<file path="config.mk">
export PLATFORM = sky130hd
export DESIGN_NAME = vga_timing_gen
export DESIGN_NICKNAME = d
export VERILOG_FILES = /design/src/rtl/vga_pkg.sv /design/src/rtl/vga_timing_gen_wrap_counter.sv /design/src/rtl/vga_timing_gen.sv
export SDC_FILE = /design/constraint.sdc
export NUM_CORES = 1
export LEC_CHECK = 0
export CAP_MARGIN = 40
export CELL_PAD_IN_SITES_DETAIL_PLACEMENT = 0
export CELL_PAD_IN_SITES_GLOBAL_PLACEMENT = 1
export CORE_MARGIN = 3
export CORE_UTILIZATION = 35
export CTS_CLUSTER_SIZE = 28
export DETAILED_ROUTE_END_ITERATION = 10
export PLACE_DENSITY = 0.65
export SLEW_MARGIN = 20
export SYNTH_ARGS = -nofsm -noshare
export SYNTH_HDL_FRONTEND = slang
export SYNTH_SLANG_ARGS = --single-unit
</file>
<file path="constraint.sdc">
create_clock -name clk_100MHz -period 2.8 [get_ports clk_100MHz]
set_input_delay 0.42 -clock clk_100MHz [delete_from_list [all_inputs] [get_ports clk_100MHz]]
set_output_delay 0.42 -clock clk_100MHz [all_outputs]
set_load 0.02 [all_outputs]
</file>
<file path="src/rtl/vga_pkg.sv">
// Default 640x480@60 timing constants, derived totals and sync windows shared by the VGA timing blocks.
package vga_pkg;

    typedef logic [9:0] coord_t;

    localparam int H_ACTIVE = 640;
    localparam int H_FP     = 16;
    localparam int H_SYNC   = 96;
    localparam int H_BP     = 48;
    localparam int V_ACTIVE = 480;
    localparam int V_FP     = 10;
    localparam int V_SYNC   = 2;
    localparam int V_BP     = 33;
    localparam int GAME_DIV = 12;

    localparam int H_TOTAL  = H_ACTIVE + H_FP + H_SYNC + H_BP;
    localparam int V_TOTAL  = V_ACTIVE + V_FP + V_SYNC + V_BP;

    // Sync windows are half-open: [START, END).
    localparam int HS_START = H_ACTIVE + H_FP;
    localparam int HS_END   = HS_START + H_SYNC;
    localparam int VS_START = V_ACTIVE + V_FP;
    localparam int VS_END   = VS_START + V_SYNC;

endpackage

</file>
<file path="src/rtl/vga_timing_gen_wrap_counter.sv">
// Enable-gated counter 0..MAX with synchronous clear; wrap is high combinationally on the enable that returns it to 0.
module wrap_counter
    import vga_pkg::*;
#(
    parameter int MAX = 799
) (
    input  logic   clk,
    input  logic   rst,
    input  logic   en,
    input  logic   clr,
    output coord_t count,
    output logic   wrap
);

    localparam coord_t MAX_C = coord_t'(MAX);

    assign wrap = en && (count == MAX_C);

    always_ff @(posedge clk or posedge rst) begin
        if (rst) begin
            count <= '0;
        end else if (clr) begin
            count <= '0;
        end else if (en) begin
            count <= wrap ? '0 : count + 1'b1;
        end
    end

endmodule

</file>
<file path="src/rtl/vga_timing_gen.sv">
// VGA timing generator: registered decode of (h_cnt, v_cnt) on each pixel enable, plus per-frame strobe.
// Optional game_tick divider is built only when VGA_GAME_TICK_EN is defined; otherwise game_tick is tied low.
module vga_timing_gen
    import vga_pkg::*;
#(
    parameter int H_ACTIVE_P = vga_pkg::H_ACTIVE,
    parameter int H_FP_P     = vga_pkg::H_FP,
    parameter int H_SYNC_P   = vga_pkg::H_SYNC,
    parameter int H_BP_P     = vga_pkg::H_BP,
    parameter int V_ACTIVE_P = vga_pkg::V_ACTIVE,
    parameter int V_FP_P     = vga_pkg::V_FP,
    parameter int V_SYNC_P   = vga_pkg::V_SYNC,
    parameter int V_BP_P     = vga_pkg::V_BP,
    parameter bit HS_POL     = 1'b0,
    parameter bit VS_POL     = 1'b0,
    parameter int GAME_DIV_P = vga_pkg::GAME_DIV
) (
    input  logic       clk_100MHz,
    input  logic       reset,
    input  logic       pix_en,
    output logic       hsync,
    output logic       vsync,
    output logic       video_on,
    output logic [9:0] x,
    output logic [9:0] y,
    output logic       frame_tick,
    output logic       game_tick
);

    localparam int H_TOT = H_ACTIVE_P + H_FP_P + H_SYNC_P + H_BP_P;
    localparam int V_TOT = V_ACTIVE_P + V_FP_P + V_SYNC_P + V_BP_P;

    localparam coord_t HA  = coord_t'(H_ACTIVE_P);
    localparam coord_t VA  = coord_t'(V_ACTIVE_P);
    localparam coord_t HSS = coord_t'(H_ACTIVE_P + H_FP_P);
    localparam coord_t HSE = coord_t'(H_ACTIVE_P + H_FP_P + H_SYNC_P);
    localparam coord_t VSS = coord_t'(V_ACTIVE_P + V_FP_P);
    localparam coord_t VSE = coord_t'(V_ACTIVE_P + V_FP_P + V_SYNC_P);

    coord_t h_cnt;
    coord_t v_cnt;
    logic   h_wrap;
    logic   v_wrap_unused;
    logic   frame_start;

    wrap_counter #(.MAX(H_TOT - 1)) u_h_cnt (
        .clk   (clk_100MHz),
        .rst   (reset),
        .en    (pix_en),
        .clr   (1'b0),
        .count (h_cnt),
        .wrap  (h_wrap)
    );

    wrap_counter #(.MAX(V_TOT - 1)) u_v_cnt (
        .clk   (clk_100MHz),
        .rst   (reset),
        .en    (h_wrap),
        .clr   (1'b0),
        .count (v_cnt),
        .wrap  (v_wrap_unused)
    );

    // The enable that presents (0, V_ACTIVE) at the outputs marks the start of vertical blank.
    assign frame_start = pix_en && (h_cnt == '0) && (v_cnt == VA);

    always_ff @(posedge clk_100MHz or posedge reset) begin
        if (reset) begin
            x          <= '0;
            y          <= '0;
            video_on   <= 1'b0;
            hsync      <= ~HS_POL;
            vsync      <= ~VS_POL;
            frame_tick <= 1'b0;
        end else begin
            frame_tick <= frame_start;
            if (pix_en) begin
                x        <= h_cnt;
                y        <= v_cnt;
                video_on <= (h_cnt < HA) && (v_cnt < VA);
                hsync    <= ((h_cnt >= HSS) && (h_cnt < HSE)) ? HS_POL : ~HS_POL;
                vsync    <= ((v_cnt >= VSS) && (v_cnt < VSE)) ? VS_POL : ~VS_POL;
            end
        end
    end

`ifdef VGA_GAME_TICK_EN
    coord_t frame_cnt_unused;
    logic   frame_wrap;

    wrap_counter #(.MAX(GAME_DIV_P - 1)) u_frame_cnt (
        .clk   (clk_100MHz),
        .rst   (reset),
        .en    (frame_start),
        .clr   (1'b0),
        .count (frame_cnt_unused),
        .wrap  (frame_wrap)
    );

    always_ff @(posedge clk_100MHz or posedge reset) begin
        if (reset) begin
            game_tick <= 1'b0;
        end else begin
            game_tick <= frame_wrap;
        end
    end
`else
    assign game_tick = 1'b0;
`endif

endmodule

</file>
=== Word level (Yosys, flattened, before mapping) ===
Cells that the tools add are included.

* Register bits after elaboration: 44
* Input port bits: 3
* Logic and storage cells: 31

* $add $sub $neg: 2
* $lt $le $gt $ge: 6
* Equal/unequal tests: 3
* Multiplexer cells: 4
* Reduce and logical (&&, ||, !) cells: 8

{| class="wikitable"
|+ Operator list
! kind !! number
|-
| 10-bit by 1-bit adder with 10-bit output (second input constant) || 2
|-
| 10-bit == test (second input constant) || 2
|-
| 10-bit < comparator (second input constant) || 2
|-
| 10-bit by 9-bit < comparator with 1-bit output (second input constant) || 2
|-
| 10-bit 2-to-1 mux || 2
|-
| 10-bit by 9-bit == test with 1-bit output (second input constant) || 1
|-
| 10-bit greater-or-equal comparator (second input constant) || 1
|-
| 10-bit by 9-bit greater-or-equal comparator with 1-bit output (second input constant) || 1
|-
| 10-bit logical NOT || 1
|-
| 1-bit logical AND || 7
|-
| 1-bit 2-to-1 mux || 2
|}

=== Longest topological paths before layout ===
Gate-level depths: netlist of run 1.

* Depth in word-level cells: 4
* Depth in mapped cells: 7
* Gate-level depth less buffers: 6

=== Hierarchy ===
A second synthesis of run 1 with hierarchy kept.

* Cells, all modules: 182
* Area total of the unflattened synthesis: 2113.3 um^2

{| class="wikitable"
|+ By module, submodules not included
! module !! instances !! cells an instance !! area an instance (um^2) !! seq. area each (um^2)
|-
| vga_timing_gen || 1 || 69 || 987.2 || 603.1
|-
| wrap_counter (u_v_cnt) || 1 || 58 || 574.3 || 250.2
|-
| wrap_counter (u_h_cnt) || 1 || 55 || 551.8 || 250.2
|}

=== Least setup slack after synthesis of run 1 ===
Ideal clock, no wire load.

* Path kind: reg2reg
* Start point: register u_h_cnt.count[0]
* End point: register u_v_cnt.count[9]
* Data arrival time: 1.632 ns
* Required time: 2.718 ns
* Path slack: 1.086 ns
* Stages on the path, launching flop included: 6
* Buffers on the path: 0
* Period minus slack after synthesis: 1.714 ns
* Path through: dfrtp_1 -> ha_1 -> and4b_2 -> nand3_4 -> or4_4 -> a22oi_2

* Cells in the longest elaborated chain, start to end: 4

{| class="wikitable"
|+ RTL lines
! what !! RTL line !! source
|-
| start, declared || vga_timing_gen_wrap_counter.sv:11 || <nowiki>output coord_t count,</nowiki>
|-
| start signal, assigned || vga_timing_gen_wrap_counter.sv:25 || <nowiki>count <= wrap ? '0 : count + 1'b1;</nowiki>
|-
| 10-bit == test * || vga_timing_gen_wrap_counter.sv:17 || <nowiki>assign wrap = en && (count == MAX_C);</nowiki>
|-
| 1-bit logical AND * || vga_timing_gen_wrap_counter.sv:17 ||
|-
| 1-bit logical AND || vga_timing_gen_wrap_counter.sv:17 ||
|-
| 10-bit 2-to-1 mux || vga_timing_gen_wrap_counter.sv:25 ||
|-
| end signal, assigned || vga_timing_gen_wrap_counter.sv:25 ||
|-
| end, declared || vga_timing_gen_wrap_counter.sv:11 ||
|}

Every way passes the cells marked *; elsewhere a longest branch is shown, timed or not.
A chain may end at the register's enable or synchronous reset.

==> results.cfg, run 1 <==
[power]
pwr-share-comb_pct = 19.9
power_frac_seq_pct = 48.2
powerDensity_mw_per_mm2 = 671
swShare_pct = 28.6
intPower_mw = 1.19
ir_worst_vdd_v = 0.000316
power_leakage_nw = 1.12
p_switching_uw = 478
power_frac_clock_pct = 31.9

[global_route]
antenna_found_initial = 0
grt_start_max_net_pins = 45
grt_pass1_wl_um = 6710
grtUsageTotal_pct = 13.1
grt_pass1_vias = 1334
grt_overflow = 0

[logic_synthesis]
ys_warn_count = 0
synth-adder-area-share_pct = 2.44
ys_ff_latch = 44
synth_top_family_by_area = simple AND/OR/NAND/NOR gates
synth_area_mm2 = 0.00205
ys_seq_area_share_pct = 53.7
synth-xor-area-share_pct = 4.27
syn_avg_cell_area_um2 = 12.2
async_flop_share_pct = 100
synth_compound_area_share_pct = 6.46
ys.flop_type = dfrtp_1
syn_nets = 175
synthCells = 168
synth-edff-count = 0
synthSimpleGateAreaFrac_pct = 17.1
synth.mux.area_fraction_pct = 11.5
ys_types = 44

[place]
placedCellCount = 260
gp_congestion = 0.832
place_hpwl_um = 2800
portBuffers = 26

[clock_tree]
clk_latency_ns = 0.30
cts_setup_buffers = 0
clkTransAtPathRegs_ns = 0.08
holdBufCountCts = 0
cts_resized = 0
htree_levels = 2
cts_sinks = 44
cts_tree = yes
cts_buffer_depth = 2
cts_root_buffer = clkbuf_8
cts_buffers = 5

[job]
timing.max_cap.violations = 0

[worst_setup_path]
startpoint_type = primary input
cp_max_fo = 16
slowest_stage = or4b_2
cp_cell_sequence = clkdlybuf4s50_1, buf_4, or4b_2, o32a_1
crit_arrival_ns = 2.16
critPathRequiredTime_ns = 3.03
critPathKind = in -> reg
endpoint_kind = flip-flop
crit_path_max_incr_delay_ns = 0.63

[timing]
rsz0062_at_grt = false
slew_headroom_pct = 63.6
fmax_mhz = 518
skew_ns = 0.00604
fin_crit_sh_pct = 68.9
drv_slew = 0
setup_viol = 0
hold_viol = 0
timing.final.crit_period_ns = 1.93
worstMarginPinSlew_ns = 0.546
finalSetupTns_ns = 0

[final_layout]
layout.nets = 202
most-common-layout-cells = dfrtp_1 (42), clkdlybuf4s50_1 (26), mux2_2 (21), nand2_1 (10), nor2_1 (8)
layout.cells.non_filler = 268
area_growth_pct = 21.3
n_antenna_cell = 0
layout-drive-gt1-share_pct = 25.0
layout_commonest_cell = dfrtp_1

[detailed_routing]
ant_nets = 0
firstDrtPassIters = 4
wl_met2_um = 1790
post-route-drc-count = 0
wl_met1_um = 1980
wire_per_inst_um = 15.0
detail_route.vias_per_cell = 5.00
highest_layer = met4
wl_met3_um = 156
vias = 1340
wl_um = 4010
drtIter0Drc = 78

[floorplanning]
coreArea_mm2 = 0.00561
die_x_um = 82.6
die_h_um = 82.6
fp.dieArea_mm2 = 0.00682
floorplan.initialDensity_pct = 36.6
num_rows = 27
pin_count = 28

[hold_path]
hold_path.class = reg -> reg

[outcome]
status = finished, final reports clean
[layout make-up]
cell class | count | area [um^2]
multi-input combinational | 108 | 862
fill | 555 | 3120
inverter | 7 | 26.3
timing repair buffer | 29 | 283
sequential | 44 | 1100
clock inverter | 1 | 30.0
tap | 72 | 90.1
clock buffer | 7 | 96.3
[registers in the layout, summed over array words and instances, names as in the netlist]
name / count
frame_tick: 1
hsync: 1
u_h_cnt.count: 10
u_v_cnt.count: 10
video_on: 1
vsync: 1
x: 10
y: 10
[Yosys cell counts, types with 2 or more instances]
library cell,n,area share [%]
ha_1,4,2.4
o32a_1,2,0.98
nor2_1,8,1.5
and3_1,2,0.61
inv_1,7,1.3
dfstp_2,2,2.6
nand3_1,7,1.7
clkbuf_1,4,0.73
nor3_1,2,0.49
xor2_1,5,2.1
nand2_1,10,1.8
xnor2_1,5,2.1
buf_6,2,1.1
a31oi_1,3,0.91
or4_1,2,0.73
nand4b_1,2,0.85
o21ai_0,5,1.2
dfrtp_1,42,51
mux2_2,21,12
and3_2,4,1.5
nand4_1,6,1.8
[power groups by stage]
| stage | logic, mW | clock network (mW) | registers (mW) |
|---|---|---|---|
| finish | 0.333 | 0.533 | 0.806 |
| global route | 0.365 | 0.576 | 0.820 |
| CTS | 0.340 | 0.548 | 0.806 |
| detailed placement | 0.338 | 0 | 0.819 |
| global placement | 0.329 | 0 | 0.814 |
| floorplan | 0.194 | 0 | 0.828 |
[metrics by stage]
stage	setup WS (ns)	instance area, um^2	power [mW]	utilization (%)	hold slack [ns]
2_1_floorplan	1.09	2050	1.02	-	0.463
3_3_place_gp	0.587	2360	1.14	42.2	0.491
3_5_place_dp	0.561	2360	1.16	42.2	0.499
4_1_cts	0.876	2490	1.69	44.4	0.513
5_1_grt	0.809	2490	1.76	44.4	0.533
6_report	0.871	2490	1.67	44.4	0.509
[logic make-up after synthesis]
kind of cell             count (synthesis)
AO/OA/AOI/OAI                           18
XOR/XNOR                                10
adder cells (fa/ha/maj)                  4
buffers and inverters                   16
flip-flops                              44
multiplexers                            21
other                                    1
AND/OR/NAND/NOR                         54
[final timing paths]
| path | depth (start not counted) | to | slack, ns | startpoint |
|---|---|---|---|---|
| max in group asynchronous | 3 | u_h_cnt.count[1] | 1.85 | reset |
| max reg2reg | 5 | u_v_cnt.count[9] | 0.91 | u_h_cnt.count[0] |
| min reg2reg | 1 | y[9] | 0.51 | y[9] |
| max | 4 | vsync | 0.87 | pix_en |
| min in group asynchronous | 3 | u_v_cnt.count[3] | 0.57 | reset |
| min | 1 | y[9] | 0.51 | y[9] |
[critical path, delay by kind of cell]
kind / cells / cell delay [ns]
AOI/OAI and AO/OA: 1 / 0.35
buffers and inverters: 2 / 0.75
and+or+nand+nor: 1 / 0.63
[routing by layer]
layer  vias up  GRT usage [%]
met5         -              0
met1       656           18.1
li1        652              -
met4         0           5.39
met2        27           19.3
met3         5           3.36
(Power assumes the default switching activity.)
==> run 2: changes to the inputs <==
Clock period 2.8 ns to 1.8 ns, I/O delays scaled along.
==> run 2 against run 1 <==
  * Global-route usage rose by 1.4 points
  * Largest power group unchanged
  * Hold slack got worse by 0.16 ns
  * Die area unchanged
  * Via count is 8.8% higher
  * Clock power grew 26%
  * Clock-buffer cell count increased by 1
  * Power increased by 51%
  * Combinational power up 95%
  * Register-to-register slack got worse by 0.86 ns
  * Critical path depth increased by 1
  * Cell count grew 7.5%
  * Core utilization increased by 2.6 points
  * Highest routed layer unchanged
==> results.cfg, run 2 (synthesis gave the netlist of run 1 again) <==
[outcome]
status = finished, final reports clean

[worst_setup_path]
critPathRequiredTime_ns = 2.02
crit_family = simple AND/OR/NAND/NOR gates
critPathKind = reg -> reg
slowest_stage = or4_4
crit_path_max_incr_delay_ns = 0.51
crit_arrival_ns = 1.97
path_buf_inv = 0
regToRegSetupSlack_ns = 0.05
r2r_cells = 5
r2r_start = u_h_cnt.count[0]
cp_cell_sequence = ha_2, and4b_2, nand3_4, or4_4, a22oi_2
startpoint_type = flip-flop
endpoint_kind = flip-flop
cp_max_fo = 4
rr_endpoint = u_v_cnt.count[9]

[clock_tree]
htree_levels = 2
cts_tree = yes
cts_root_buffer = clkbuf_8
cts_sinks = 44
clkTransAtPathRegs_ns = 0.08
cts_buffer_depth = 2
cts_buffers = 5
clk_latency_ns = 0.29
holdBufCountCts = 0

[job]
timing.max_cap.violations = 0

[floorplanning]
floorplan.initialDensity_pct = 36.6
die_x_um = 82.6
num_rows = 27
coreArea_mm2 = 0.00561
pin_count = 28
die_h_um = 82.6
fp.dieArea_mm2 = 0.00682

[power]
powerDensity_mw_per_mm2 = 958
power_leakage_nw = 1.22
ir_worst_vdd_v = 0.000463

[timing]
timing.final.crit_period_ns = 1.75
fmax_mhz = 571
drv_slew = 0
hold_viol = 0
setup_viol = 0
fin_crit_sh_pct = 97.3
finalSetupTns_ns = 0
rsz0062_at_grt = false
skew_ns = 0.00215
whs_ns = 0.354

[global_route]
grtUsageTotal_pct = 14.4
grt_pass1_vias = 1522
grt_pass1_wl_um = 7510
grt_start_max_net_pins = 45
antenna_found_initial = 0
grt_overflow = 0

[final_layout]
layout.cells.non_filler = 288
design_area_mm2 = 0.00264
n_antenna_cell = 0
layout-drive-gt1-share_pct = 32.4
layout.nets = 222
layout_commonest_cell = dfrtp_1
area_growth_pct = 28.4
most-common-layout-cells = dfrtp_1 (42), clkdlybuf4s50_1 (26), buf_4 (22), mux2_2 (21), nand2_1 (10)

[place]
placedCellCount = 278
post_dp_cell_area_mm2 = 0.00251
portBuffers = 26
gp_congestion = 0.882
place_hpwl_um = 3150

[detailed_routing]
vias = 1458
ant_nets = 0
detail_route.vias_per_cell = 5.06
wl_um = 4300
post-route-drc-count = 0
drtIter0Drc = 79
wire_per_inst_um = 14.9
firstDrtPassIters = 4

[hold_path]
hold_path.class = in -> async
==> run 2: changes by cell type in the layout (fill, tap and decap cells not counted) <==
cell       change
nor2_2         +1
or3_2          -1
or3_4          +1
buf_4         +19
bufinv_16      -1
ha_2           +1
buf_12         +1
clkbuf_1       +1
ha_1           -1
nor2_1         -1
==> run 2: layout make-up <==
type	instances	area (um^2)
repair buffers	49	445
multi-input cells	108	871
fillers	536	2970
well taps	72	90.1
inverters	7	26.3
flip-flops and latches	44	1100
clock buffers	8	100
==> run 2: stage by stage <==
step	total power, mW	worst slack (ns)	util, %
floorplan	1.59	0.0863	-
global placement	1.85	-0.133	44.8
detailed placement	1.86	-0.166	44.8
CTS	2.54	0.0422	46.6
global route	2.68	0.0108	47.0
finish	2.52	0.0490	47.0
==> run 2: timing repair <==
item	in CTS	in global routing
gates resized for setup	0	3
endpoints found under the setup margin	0	3
setup buffers	0	2
==> run 2: per-layer routing <==
layer / routed length (um) / global-route usage (%)
met5: 0 / 0
met2: 2060 / 22.7
met1: 2070 / 20.0
met4: 31 / 3.43
met3: 148 / 3.58
==> run 2: worst max-delay path by stage <==
stage	from	end	slack [ns]	cells past startpoint
after global routing	u_h_cnt.count[1]	u_v_cnt.count[9]	0.01	5
final	u_h_cnt.count[0]	u_v_cnt.count[9]	0.05	5
after CTS	u_h_cnt.count[0]	u_v_cnt.count[9]	0.04	5
after floorplan	u_h_cnt.count[0]	u_v_cnt.count[9]	0.09	5
after global placement	pix_en	u_v_cnt.count[9]	-0.13	5
after detailed placement	pix_en	u_v_cnt.count[9]	-0.17	5
==> run 2: worst min-delay path, cell delays in order <==
cell	delay, ns
clkdlybuf4s50_1	0.41
inv_1	0.10
buf_12	0.25
==> run 2: power breakdown <==
group | switching (mW) | total (mW) | internal [mW] | leakage, nW
combinational | 0.324 | 0.650 | 0.327 | 0.593
sequential | 0.0957 | 1.20 | 1.11 | 0.574
clock | 0.321 | 0.672 | 0.350 | 0.0515
==> run 3: changes to the inputs <==
Settings changed: RECOVER_POWER set to 25.
==> run 3 against run 2 <==
  * Power shrank 0.15%
  * Design area shrank 0.57%
  * Combinational power decreased by 0.8%
  * Setup slack better by 0.0040 ns
  * Die area is the same
  * Largest cell class unchanged
==> results.cfg, run 3 (synthesis gave the netlist of run 1 again) <==
[floorplanning]
pin_count = 28
floorplan.initialDensity_pct = 36.6
die_x_um = 82.6
die_h_um = 82.6
fp.dieArea_mm2 = 0.00682
coreArea_mm2 = 0.00561
num_rows = 27

[clock_tree]
cts_sinks = 44
cts_buffers = 5
clk_latency_ns = 0.29
holdBufCountCts = 0
cts_buffer_depth = 2
cts_root_buffer = clkbuf_8
cts_tree = yes
htree_levels = 2
clkTransAtPathRegs_ns = 0.08

[hold_path]
hold_path.class = reg -> reg

[final_layout]
layout-drive-gt1-share_pct = 32.4
most-common-layout-cells = dfrtp_1 (42), clkdlybuf4s50_1 (25), buf_4 (22), mux2_2 (21), nand2_1 (10)
n_antenna_cell = 0
area_growth_pct = 27.7
fill_cells = 538
layout_commonest_cell = dfrtp_1
layout.nets = 222

[timing]
slew_headroom_pct = 28.3
hold_viol = 0
skew_ns = 0.00286
fin_crit_sh_pct = 97.1
worstMarginPinSlew_ns = 1.07
timing.final.crit_period_ns = 1.75
setup_viol = 0
finalSetupTns_ns = 0
rsz0062_at_grt = false
fmax_mhz = 572
final.setup.worst_slack_ns = 0.0530
drv_slew = 0

[job]
timing.max_cap.violations = 0

[global_route]
grt_pass1_wl_um = 7510
grtUsageTotal_pct = 14.4
grt_pass1_vias = 1522
antenna_found_initial = 0
grt_overflow = 0
grt_start_max_net_pins = 45

[worst_setup_path]
critPathKind = reg -> reg
startpoint_type = flip-flop
cp_max_fo = 4
endpoint_kind = flip-flop
critPathRequiredTime_ns = 2.02
crit_arrival_ns = 1.97

[detailed_routing]
detail_route.vias_per_cell = 5.06
drtIter0Drc = 126
vias = 1458
wl_um = 4280
firstDrtPassIters = 4
ant_nets = 0
post-route-drc-count = 0
wire_per_inst_um = 14.9

[power]
power_leakage_nw = 1.21
powerDensity_mw_per_mm2 = 962
ir_worst_vdd_v = 0.000463

[place]
portBuffers = 26
gp_congestion = 0.882
post-place-ws_ns = -0.166
place_hpwl_um = 3150

[outcome]
status = finished, final reports clean
==> run 3: cell count changes in the layout (fill, tap and decap cells not counted) <==
cell / change
buf_12: -1
clkbuf_2: +1
clkdlybuf4s50_1: -1
dlygate4sd3_1: +1
==> run 3: where the power goes <==
group | total [mW] | internal (mW) | switching (mW)
registers | 1.20 | 1.11 | 0.0951
clock network | 0.674 | 0.350 | 0.324
logic | 0.645 | 0.322 | 0.322
total | 2.52 | 1.78 | 0.742
==> run 3: cell type report <==
cell class	count	area (um^2)	share of cell area, %
clock buffers	8	100	3.82
inverters	7	26.3	1.00
repair buffers	49	430	16.4
well taps	72	90.1	3.44
flip-flops and latches	44	1100	42.1
multi-input cells	108	871	33.2
==> run 3: timing repair <==
item,in CTS,in global routing
setup endpoints to repair,0,3
setup buffers,0,2
gates resized for setup,0,3
==> run 3: through the flow <==
stage | hold WS (ns) | total power, mW | util (%) | std cells | cell area, um^2
after floorplan | 0.463 | 1.59 | - | 168 | 2050
after global placement | 0.491 | 1.85 | 44.8 | 278 | 2510
after detailed placement | 0.495 | 1.86 | 44.8 | 278 | 2510
after CTS | 0.375 | 2.54 | 46.6 | 286 | 2610
after global routing | 0.524 | 2.68 | 46.7 | 288 | 2620
final | 0.507 | 2.52 | 46.7 | 288 | 2620
==> run 3: final timing paths <==
kind / from / to / slack (ns) / depth (start not counted)
max: u_h_cnt.count[0] / u_v_cnt.count[9] / 0.05 / 5
min: y[1] / y[1] / 0.51 / 1
max reg2reg: u_h_cnt.count[0] / u_v_cnt.count[9] / 0.05 / 5
min reg2reg: y[1] / y[1] / 0.51 / 1
max in group asynchronous: reset / y[2] / 0.37 / 3
min in group asynchronous: reset / y[1] / 0.77 / 3
==> run 3: critical path: stages (launching register included) <==
cell and delay (ns):
dfrtp_1 0.40, ha_2 0.22, and4b_2 0.30, nand3_4 0.10
or4_4 0.51, a22oi_2 0.14
==> run 3: per-layer routing <==
metal,vias to the layer above,track usage [%],wire length [um]
met2,37,22.7,2070
met5,-,0,0
li1,699,-,-
met3,4,3.58,192
met1,718,20.0,1980
met4,0,3.43,39
==> RTL change, RTL diff (flow settings as in run 3) <==
The option `VGA_GAME_TICK_EN` is turned on by a define.
--- a/src/rtl/vga_timing_gen.sv
+++ b/src/rtl/vga_timing_gen.sv
@@ -1,5 +1,7 @@
 // VGA timing generator: registered decode of (h_cnt, v_cnt) on each pixel enable, plus per-frame strobe.
 // Optional game_tick divider is built only when VGA_GAME_TICK_EN is defined; otherwise game_tick is tied low.
+`define VGA_GAME_TICK_EN
+
 module vga_timing_gen
     import vga_pkg::*;
 #(
Function: no difference found for any inputs over 10 cycles, from zero or initial values and one cycle with reset high; that may be too few to reach the edited logic, so the function may still have changed.
==> RTL change against run 3 <==
Setup slack worse by 0.0070 ns. Combinational power about the same. Largest cell class unchanged. Design area up 30%. Clock power is 2% lower. Sequential cell count up 11. Synthesized area grew 27%. Wire length grew 33%. Critical endpoint is now u_frame_cnt.count[2]. Total power grew 8.7%.
==> RTL change: results <==
{
  "inv_count": 8,
  "synth-seq-cells": 55,
  "critPathArrivalTime_ns": 2.00,
  "place_congestion": 0.761,
  "drtIter0Drc": 47,
  "synth_commonest_cells": "sky130_fd_sc_hd__dfrtp_1, sky130_fd_sc_hd__mux2_2, sky130_fd_sc_hd__nand2_1",
  "timing.critical_path.fanout_max": 12,
  "clk_transition_reported_paths_ns": 0.09,
  "wirelength_um": 5680,
  "nonClkBufAreaFrac_pct": 17.6,
  "worst_slew_pin_slew_ns": 0.605,
  "post_synth_xor_area_fraction_pct": 5.70,
  "synth-compound-area-share_pct": 5.79,
  "via_count": 1998,
  "global_route.usage.met2_pct": 22.0,
  "buffers_excl_clock": 71,
  "outcome": "finished, final reports clean",
  "global_route.usage.met3_pct": 3.33,
  "post_cts_repair_resize_count": 2,
  "multi_input_comb_area_mm2": 0.00120,
  "synthAdderAreaFrac_pct": 2.39,
  "seqPwrFrac_pct": 52.3,
  "grt_util_met1_pct": 20.5,
  "route.met2.wl_um": 2550,
  "m1WireLength_um": 2890,
  "combPwrFrac_pct": 23.6,
  "cp_slowest_cell": "sky130_fd_sc_hd__or4b_1",
  "count_of_filler_cells_inserted_in_the_layout": 677,
  "crit-reg2reg-capture": "u_frame_cnt.count[2]",
  "clockNetworkAreaShare_pct": 2.46,
  "static_leakage_nw": 1.57,
  "wl_met3_um": 177,
  "reg2reg_from": "u_v_cnt.count[5]",
  "maximum_number_of_pins_on_one_net_before_global_route_repair": 26,
  "yosys.cell_types.count": 40,
  "portBuffers": 27,
  "ir_drop_mv": 0.381,
  "total_switching_power_mw": 0.806,
  "finalClockSkew_ns": 0.0104,
  "synthesis.nets": 252,
  "share_of_cell_area_taken_by_flip_flops_and_latches_pct": 40.4,
  "place_hpwl_um": 4090,
  "top_cells_by_area_in_the_synthesized_netlist": "sky130_fd_sc_hd__dfrtp_1, sky130_fd_sc_hd__mux2_2, sky130_fd_sc_hd__xor2_1",
  "layout-drive-gt1-share_pct": 28.4
}
## RTL change: worst max-delay path by stage
stage,start,to,slack [ns],cells past startpoint
6_report,u_v_cnt.count[5],u_frame_cnt.count[2],0.05,5
5_1_grt,u_v_cnt.count[5],u_frame_cnt.count[2],-0.03,5
4_1_cts,u_h_cnt.count[0],u_v_cnt.count[8],0.001,5
3_5_place_dp,pix_en,u_frame_cnt.count[7],-0.26,6
3_3_place_gp,pix_en,u_frame_cnt.count[9],-0.22,6
2_1_floorplan,u_h_cnt.count[0],u_v_cnt.count[8],0.09,6
## RTL change: per-stage QoR
stage / instances / cell area [um2] / hold slack [ns] / total power, mW
final: 402 / 3410 / 0.388 / 2.74
after global routing: 402 / 3410 / 0.420 / 2.92
after CTS: 394 / 3320 / 0.231 / 2.77
after detailed placement: 386 / 3230 / 0.470 / 2.09
after global placement: 386 / 3230 / 0.466 / 2.08
after floorplan: 244 / 2610 / 0.443 / 1.80
